$ cat src/rtl/blit_pkg.sv
`default_nettype none
// ============================================================================
//  Module   : blit_pkg
//  Purpose  : Shared types and constants for the blitter inner-loop sequencer.
//             Holds the sequencer state enum, the pixel-size codes and a
//             helper that returns how many pixels fit in one 64-bit phrase.
//  Config   : BLIT_COLLIDE_STOP_EN adds the ST_STOP state.
//  Revision : 1.0  initial release
// ============================================================================
package blit_pkg;

  localparam int PHRASE_BYTES = 8;
  localparam int PHRASE_BITS  = PHRASE_BYTES * 8;

  // pixsize codes: bits per pixel = 1 << code
  localparam logic [2:0] PIX_1BPP  = 3'd0;
  localparam logic [2:0] PIX_2BPP  = 3'd1;
  localparam logic [2:0] PIX_4BPP  = 3'd2;
  localparam logic [2:0] PIX_8BPP  = 3'd3;
  localparam logic [2:0] PIX_16BPP = 3'd4;
  localparam logic [2:0] PIX_32BPP = 3'd5;

  typedef enum logic [3:0] {
    ST_IDLE   = 4'd0,
    ST_SREAD  = 4'd1,
    ST_DREAD  = 4'd2,
    ST_COMP   = 4'd3,
    ST_WCHK   = 4'd4,
    ST_DWRITE = 4'd5,
    ST_NEXT   = 4'd6,
    ST_DONE   = 4'd7
`ifdef BLIT_COLLIDE_STOP_EN
    ,
    ST_STOP   = 4'd8
`endif
  } blit_state_e;

  // Pixels held in one phrase; codes 6 and 7 behave as 32 bpp.
  function automatic logic [6:0] pix_per_phrase(input logic [2:0] pixsize);
    logic [2:0] shift;
    case (pixsize)
      PIX_1BPP:  shift = 3'd0;
      PIX_2BPP:  shift = 3'd1;
      PIX_4BPP:  shift = 3'd2;
      PIX_8BPP:  shift = 3'd3;
      PIX_16BPP: shift = 3'd4;
      PIX_32BPP: shift = 3'd5;
      default:   shift = 3'd5;
    endcase
    return 7'(PHRASE_BITS) >> shift;
  endfunction

endpackage
`default_nettype wire

$ cat src/rtl/blit_step_cnt.sv
`default_nettype none
// ============================================================================
//  Module   : blit_step_cnt
//  Purpose  : Combinational step sizer. Works out how many pixels the current
//             inner-loop step covers and the matching icount for comp_ctrl.
//  Ports    : pixsize     in  pixel size code (6,7 act as 32 bpp)
//             phrase_mode in  1 = whole-phrase steps, 0 = single pixel
//             remaining   in  pixels still to process
//             step_pix    out pixels in this step (never exceeds remaining)
//             icount      out (step_pix - 1)[2:0]
//  Revision : 1.0  initial release
// ============================================================================
module blit_step_cnt
  import blit_pkg::*;
#(
  parameter int CNT_W = 16
) (
  input  logic [2:0]       pixsize,
  input  logic             phrase_mode,
  input  logic [CNT_W-1:0] remaining,
  output logic [CNT_W-1:0] step_pix,
  output logic [2:0]       icount
);

  // Compare in a width that holds both operands so a narrow CNT_W cannot
  // truncate the phrase capacity.
  logic [CNT_W+6:0] ppp_ext;
  logic [CNT_W+6:0] rem_ext;

  always_comb begin
    ppp_ext = {{CNT_W{1'b0}}, pix_per_phrase(pixsize)};
    rem_ext = {7'd0, remaining};
    if (!phrase_mode) begin
      step_pix = CNT_W'(1);
    end else if (rem_ext < ppp_ext) begin
      step_pix = remaining;
    end else begin
      step_pix = CNT_W'(ppp_ext);
    end
    icount = step_pix[2:0] - 3'd1;
  end

endmodule
`default_nettype wire

$ cat src/rtl/blit_inner_seq.sv
`default_nettype none
// ============================================================================
//  Module   : blit_inner_seq
//  Purpose  : Blitter inner-loop sequencer. For each step: optional source
//             read, optional destination read, a comparator pulse, then a
//             byte-masked destination write unless comp_ctrl vetoes it.
//  Config   : BLIT_COLLIDE_STOP_EN adds coll_stop/resume/stopped and a STOP
//             state entered when a vetoed write coincides with coll_stop.
//  Ports    : sys_clk, reset          clock, async active-high reset
//             start, inner_cnt        begin loop / pixel count (IDLE only)
//             pixsize, phrase_mode    step sizing config (latched on start)
//             srcen, dsten            per-step read enables (latched)
//             abort                   cancel loop (never cuts a handshake)
//             nowrite, dbinh_n        comp_ctrl verdict, sampled in WCHK
//             mem_ack                 memory accepted current request
//             mem_req/mem_wr/mem_src  request, direction, source select
//             mem_be                  write byte enables
//             step_inner, icount      comparator pulse and step size - 1
//             busy, inner_done        activity and completion pulse
//  Revision : 1.0  initial release
// ============================================================================
module blit_inner_seq
  import blit_pkg::*;
#(
  parameter int CNT_W = 16
) (
  input  logic             sys_clk,
  input  logic             reset,
  input  logic             start,
  input  logic [CNT_W-1:0] inner_cnt,
  input  logic [2:0]       pixsize,
  input  logic             phrase_mode,
  input  logic             srcen,
  input  logic             dsten,
  input  logic             abort,
  input  logic             nowrite,
  input  logic [7:0]       dbinh_n,
  input  logic             mem_ack,
`ifdef BLIT_COLLIDE_STOP_EN
  input  logic             coll_stop,
  input  logic             resume,
  output logic             stopped,
`endif
  output logic             mem_req,
  output logic             mem_wr,
  output logic             mem_src,
  output logic [7:0]       mem_be,
  output logic             step_inner,
  output logic [2:0]       icount,
  output logic             busy,
  output logic             inner_done
);

  blit_state_e      state_q, state_d;
  logic [CNT_W-1:0] remaining_q, remaining_d;
  logic [2:0]       pixsize_q, pixsize_d;
  logic             phrase_q, phrase_d;
  logic             srcen_q, srcen_d;
  logic             dsten_q, dsten_d;
  logic [7:0]       be_q, be_d;
  // Remembers an abort seen mid-handshake so a one-cycle abort pulse still
  // ends the loop once the access is acknowledged.
  logic             abort_pend_q, abort_pend_d;

  logic [CNT_W-1:0] step_pix;
  logic [2:0]       step_icount;
  logic             abort_now;
  logic             step_active;

  blit_step_cnt #(
    .CNT_W (CNT_W)
  ) u_step_cnt (
    .pixsize     (pixsize_q),
    .phrase_mode (phrase_q),
    .remaining   (remaining_q),
    .step_pix    (step_pix),
    .icount      (step_icount)
  );

  function automatic blit_state_e first_state(input logic s, input logic d);
    if (s) begin
      return ST_SREAD;
    end else if (d) begin
      return ST_DREAD;
    end
    return ST_COMP;
  endfunction

  always_comb begin
    state_d      = state_q;
    remaining_d  = remaining_q;
    pixsize_d    = pixsize_q;
    phrase_d     = phrase_q;
    srcen_d      = srcen_q;
    dsten_d      = dsten_q;
    be_d         = be_q;
    abort_pend_d = abort_pend_q;
    abort_now    = abort | abort_pend_q;

    case (state_q)
      ST_IDLE: begin
        abort_pend_d = 1'b0;
        if (start) begin
          remaining_d = inner_cnt;
          pixsize_d   = pixsize;
          phrase_d    = phrase_mode;
          srcen_d     = srcen;
          dsten_d     = dsten;
          if (inner_cnt == '0) begin
            state_d = ST_DONE;
          end else begin
            state_d = first_state(srcen, dsten);
          end
        end
      end

      ST_SREAD: begin
        if (abort) begin
          abort_pend_d = 1'b1;
        end
        if (mem_ack) begin
          if (abort_now) begin
            state_d = ST_IDLE;
          end else if (dsten_q) begin
            state_d = ST_DREAD;
          end else begin
            state_d = ST_COMP;
          end
        end
      end

      ST_DREAD: begin
        if (abort) begin
          abort_pend_d = 1'b1;
        end
        if (mem_ack) begin
          state_d = abort_now ? ST_IDLE : ST_COMP;
        end
      end

      ST_COMP: begin
        state_d = abort ? ST_IDLE : ST_WCHK;
      end

      ST_WCHK: begin
        if (abort) begin
          state_d = ST_IDLE;
        end else if (nowrite) begin
`ifdef BLIT_COLLIDE_STOP_EN
          state_d = coll_stop ? ST_STOP : ST_NEXT;
`else
          state_d = ST_NEXT;
`endif
        end else begin
          // An all-zero mask still produces a write cycle.
          be_d    = dbinh_n;
          state_d = ST_DWRITE;
        end
      end

      ST_DWRITE: begin
        if (abort) begin
          abort_pend_d = 1'b1;
        end
        if (mem_ack) begin
          state_d = abort_now ? ST_IDLE : ST_NEXT;
        end
      end

      ST_NEXT: begin
        if (abort) begin
          state_d = ST_IDLE;
        end else begin
          // step_pix never exceeds remaining_q, so this cannot wrap.
          remaining_d = remaining_q - step_pix;
          if (remaining_d == '0) begin
            state_d = ST_DONE;
          end else begin
            state_d = first_state(srcen_q, dsten_q);
          end
        end
      end

      ST_DONE: begin
        state_d = ST_IDLE;
      end

`ifdef BLIT_COLLIDE_STOP_EN
      ST_STOP: begin
        if (abort) begin
          state_d = ST_IDLE;
        end else if (resume) begin
          state_d = ST_NEXT;
        end
      end
`endif

      default: begin
        state_d = ST_IDLE;
      end
    endcase

    // Outputs decode straight from the state register so an async reset
    // drops the request in the same instant.
    mem_req     = (state_q == ST_SREAD) || (state_q == ST_DREAD) ||
                  (state_q == ST_DWRITE);
    mem_wr      = (state_q == ST_DWRITE);
    mem_src     = (state_q == ST_SREAD);
    mem_be      = be_q;
    step_inner  = (state_q == ST_COMP);
    busy        = (state_q != ST_IDLE);
    inner_done  = (state_q == ST_DONE);
`ifdef BLIT_COLLIDE_STOP_EN
    stopped     = (state_q == ST_STOP);
`endif

    // remaining_q only moves in NEXT, so icount is steady for the whole
    // step; outside a step it reads zero.
    step_active = (state_q == ST_SREAD) || (state_q == ST_DREAD) ||
                  (state_q == ST_COMP)  || (state_q == ST_WCHK)  ||
                  (state_q == ST_DWRITE);
`ifdef BLIT_COLLIDE_STOP_EN
    step_active = step_active || (state_q == ST_STOP);
`endif
    icount      = step_active ? step_icount : 3'd0;
  end

  always_ff @(posedge sys_clk or posedge reset) begin
    if (reset) begin
      state_q      <= ST_IDLE;
      remaining_q  <= '0;
      pixsize_q    <= 3'd0;
      phrase_q     <= 1'b0;
      srcen_q      <= 1'b0;
      dsten_q      <= 1'b0;
      be_q         <= 8'h00;
      abort_pend_q <= 1'b0;
    end else begin
      state_q      <= state_d;
      remaining_q  <= remaining_d;
      pixsize_q    <= pixsize_d;
      phrase_q     <= phrase_d;
      srcen_q      <= srcen_d;
      dsten_q      <= dsten_d;
      be_q         <= be_d;
      abort_pend_q <= abort_pend_d;
    end
  end

endmodule
`default_nettype wire

$ cat config.mk
export PLATFORM = sky130hd
export DESIGN_NAME = blit_inner_seq
export DESIGN_NICKNAME = d
export VERILOG_FILES = /design/src/rtl/blit_pkg.sv /design/src/rtl/blit_step_cnt.sv /design/src/rtl/blit_inner_seq.sv
export SDC_FILE = /design/constraint.sdc
export NUM_CORES = 1
export LEC_CHECK = 0
export ABC_AREA = 1
export BUFFER_PORTS_ARGS = -buffer_cell sky130_fd_sc_hd__buf_2
export CORE_ASPECT_RATIO = 0.8
export CORE_MARGIN = 8
export CORE_UTILIZATION = 57
export CTS_CLUSTER_DIAMETER = 40
export DETAILED_ROUTE_END_ITERATION = 8
export HOLD_SLACK_MARGIN = 0.12
export PLACE_DENSITY_LB_ADDON = 0.12
export SETUP_SLACK_MARGIN = 0.05
export SLEW_MARGIN = 40
export SYNTH_ARGS = -nofsm -noshare
export SYNTH_HDL_FRONTEND = slang
export SYNTH_SLANG_ARGS = --single-unit
$ cat constraint.sdc
create_clock -name sys_clk -period 4.5 [get_ports sys_clk]
set_input_delay 0.675 -clock sys_clk [delete_from_list [all_inputs] [get_ports sys_clk]]
set_output_delay 0.675 -clock sys_clk [all_outputs]
set_load 0.03 [all_outputs]
==> flow_metrics.py <==
metrics = {
    "outcome": {
        "run_status": "finished, final reports clean",
    },
    "yosys": {
        "synth_top_area_share": 0.2804,
        "per_instance_average_area_after_synthesis_um2": 6.321,
        "synth_flop_cell": "dfrtp_1",
        "yosys.cell_count.top_type": "nand2_1",
        "synth-simple-area-share": 0.3584,
        "yosysSeqAreaShare": 0.2804,
        "synth_area_mm2": 0.003034,
        "synth-xor-area-share": 0.005773,
        "portion_of_netlist_area_occupied_by_mux_cells": 0.007423,
        "yosysWarningCount": 0,
        "synth_top_family_by_area": "simple AND/OR/NAND/NOR gates",
        "synth.cells.most_frequent": "nand2_1, inv_1, nor2_1, dfrtp_1, nand3_1",
        "netlist.top_cell.by_area": "dfrtp_1",
        "synth_edf_count": 0,
        "async_flop_share": 1.000,
        "synth_seq_cells": 34,
        "synth_cell_types": 35,
        "postSynthCellCount": 480,
        "compound_gate_portion_of_the_synthesized_area": 0.1303,
        "post_synth_fa_ha_maj_area_fraction": 0.1014,
        "synth.area.top_cells": "dfrtp_1, nand2_1, inv_1",
    },
    "clock_tree": {
        "clock_tree.buffer_depth": 2,
        "cts_repair_resize_count": 0,
        "path_clk_slew_ns": 0.08,
        "cts_made_buffers": 5,
        "ctsHoldBuffers": 0,
        "post-cts-setup-buffers": 0,
        "tritoncts": "built",
        "clock_sink_count": 34,
        "cell_at_the_root_of_the_clock_tree": "clkbuf_8",
        "clock_tree.htree_level_count": 2,
        "clock_insertion_delay_at_the_later_pin_of_the_skew_report_ns": 0.30,
    },
    "setup_path": {
        "cp.required_ns": 3.83,
        "timing_worst_setup_path_type": "register to output pin",
        "arrival_ns": 3.28,
        "critical_path.max_fanout": 12,
        "timing.critical_path.from_type": "register",
        "timing.reg2reg.setup_slack_ns": 0.61,
        "timing.critical_path.to_type": "output pin",
    },
    "timing": {
        "final_min_period_over_clock_period": 0.8792,
        "fin_crit_ns": 3.957,
        "rsz0062_at_grt": "no",
        "worst_pin_slew_ns": 0.6249,
        "finalHoldWorstSlack_ns": 0.4619,
        "setup_viol_count_final": 0,
        "report.final.slew_viol_count": 0,
        "tns_ns": 0,
        "max_freq_mhz": 252.7,
        "timing_hold_violations_final": 0,
        "relative_max_transition_margin": 0.5811,
        "post_route_clock_skew_ns": 0.01038,
    },
    "die": {
        "fp.dieArea_mm2": 0.007928,
        "io-pin-count": 53,
        "die_x_um": 97.57,
        "die_y_um": 81.26,
        "rows": 23,
        "initial_core_utilization": 0.5991,
        "coreArea_mm2": 0.005065,
    },
    "detailed_routing": {
        "drc": 0,
        "dr_total_vias": 3287,
        "detail-route-antenna-nets": 0,
        "route.final.wire_length_mm": 8.504,
        "drt_first_iter_violations": 212,
        "avgRoutedWirePerCell_um": 14.06,
        "routed_via_density": 5.433,
        "detailed_router_iteration_count_before_antenna_repair": 5,
    },
    "power_and_ir_drop": {
        "power.share.combinational": 0.670,
        "share_of_power_burned_in_the_clock_network": 0.113,
        "switching_share": 0.5396,
        "peak_supply_drop_mv": 0.5151,
        "power.sequential.fraction": 0.217,
        "internal_power_uw": 1200,
        "total_switching_power_uw": 1407,
        "power.density_mw_per_mm2": 745.4,
        "leakagePower_uw": 0.002014,
    },
    "layout": {
        "insertedDiodeCount": 0,
        "final_layout_size_suffix_gt1_frac": 0.1344,
        "area_growth_pct": 15.26,
        "finish.instance_area_mm2": 0.003497,
        "fin_nets": 602,
    },
    "placement": {
        "placed_cell_area_mm2": 0.003383,
        "globalplace.congestion": 0.9211,
        "dpl.hpwl_mm": 6.726,
        "place.port_buffers": 52,
    },
    "worst_hold_path": {
        "timing.hold.worst.class": "input port to async pin",
    },
    "grt": {
        "antenna_found_initial": 0,
        "first_global_vias": 3010,
        "grt_start_max_net_pins": 35,
        "grt.overflow.total": 0,
        "grt_first_pass_wirelength_mm": 14.03,
        "gr-usage-all-layers": 0.2138,
    },
    "run": {
        "cap_viol_max_count": 0,
    },
}
layout make-up:
class	instances	area (um2)
inverter	85	319.1
sequential	34	850.8
tap	62	77.57
clock inverter	3	45.04
fill	443	1568
timing repair buffer	54	275.3
multi-input combinational	362	1861
clock buffer	5	68.82
power by group through the flow:
stage	registers, uW	logic [uW]	clock network (uW)
finish	566	1750	295
global route	581	1980	310
detailed placement	566	1710	0
CTS	562	1730	296
global placement	560	1690	0
floorplan	587	1290	0
routing by layer:
layer | up-vias | part of all wire | GRT usage
li1 | 1658 | - | -
met1 | 1485 | 0.47 | 0.2836
met2 | 129 | 0.43 | 0.3358
met3 | 15 | 0.083 | 0.05339
met4 | 0 | 0.016 | 0.07089
met5 | - | 0 | 0
final timing paths:
path                       cells past startpoint         endpoint          from
max in group asynchronous                      3     pixsize_q[2]         reset
min reg2reg                                    2        mem_be[0]     mem_be[0]
max reg2reg                                   22       state_q[2]  pixsize_q[2]
min                                            3  remaining_q[14]         reset
min in group sys_clk                           2        mem_be[0]     mem_be[0]
max                                           14        icount[1]  pixsize_q[2]
critical path, cell delays in order, from the launching register on:
cell	delay [ns]
dfrtp_1	0.40
inv_1	0.13
nand3_1	0.15
ha_1	0.32
a21o_1	0.17
a211oi_1	0.22
nand3_1	0.34
nand2_1	0.15
nand2_1	0.06
nor2_1	0.17
inv_1	0.09
ha_1	0.27
or2_2	0.29
inv_1	0.05
buf_2	0.18
kinds of logic (layout without fill, tap and decap cells):
kind of cell,after synthesis,after routing
flops,34,34
buf+inv,91,147
simple gates,256,256
compound gates,70,70
mux,2,2
other cells,1,8
xor+xnor,2,2
fa+ha+maj,24,24
state kept, by name, indices dropped and copies added, names as in the netlist:
register and count:
remaining_q 16, mem_be 8, pixsize_q 3, state_q 3, abort_pend_q 1, dsten_q 1, phrase_q 1, srcen_q 1
layout by cell type, fill, tap and decap left out, types with 2 or more instances in the layout:
| cell type | n |
|---|---|
| nand2_1 | 155 |
| inv_1 | 83 |
| buf_2 | 52 |
| nor2_1 | 45 |
| dfrtp_1 | 34 |
| nand3_1 | 30 |
| a21oi_1 | 25 |
| ha_1 | 23 |
| o21ai_0 | 22 |
| o22ai_1 | 10 |
| nand4_1 | 9 |
| conb_1 | 8 |
| o211ai_1 | 6 |
| clkbuf_8 | 5 |
| nor3_1 | 4 |
| o21a_1 | 3 |
| nand3b_1 | 3 |
| nor3_2 | 3 |
| inv_2 | 2 |
| mux2_2 | 2 |
| clkinvlp_4 | 2 |
| buf_4 | 2 |
metrics by stage:
step,cells,setup slack [ns],total power (uW),util
5_1_grt,605,0.2071,2867,0.6905
2_1_floorplan,487,1.229,1878,-
3_3_place_gp,597,0.8775,2247,0.6680
3_5_place_dp,597,0.7055,2278,0.6680
4_1_cts,605,0.5546,2585,0.6905
6_report,605,0.5434,2607,0.6905
No activity file was read; power rests on OpenSTA's default activity.
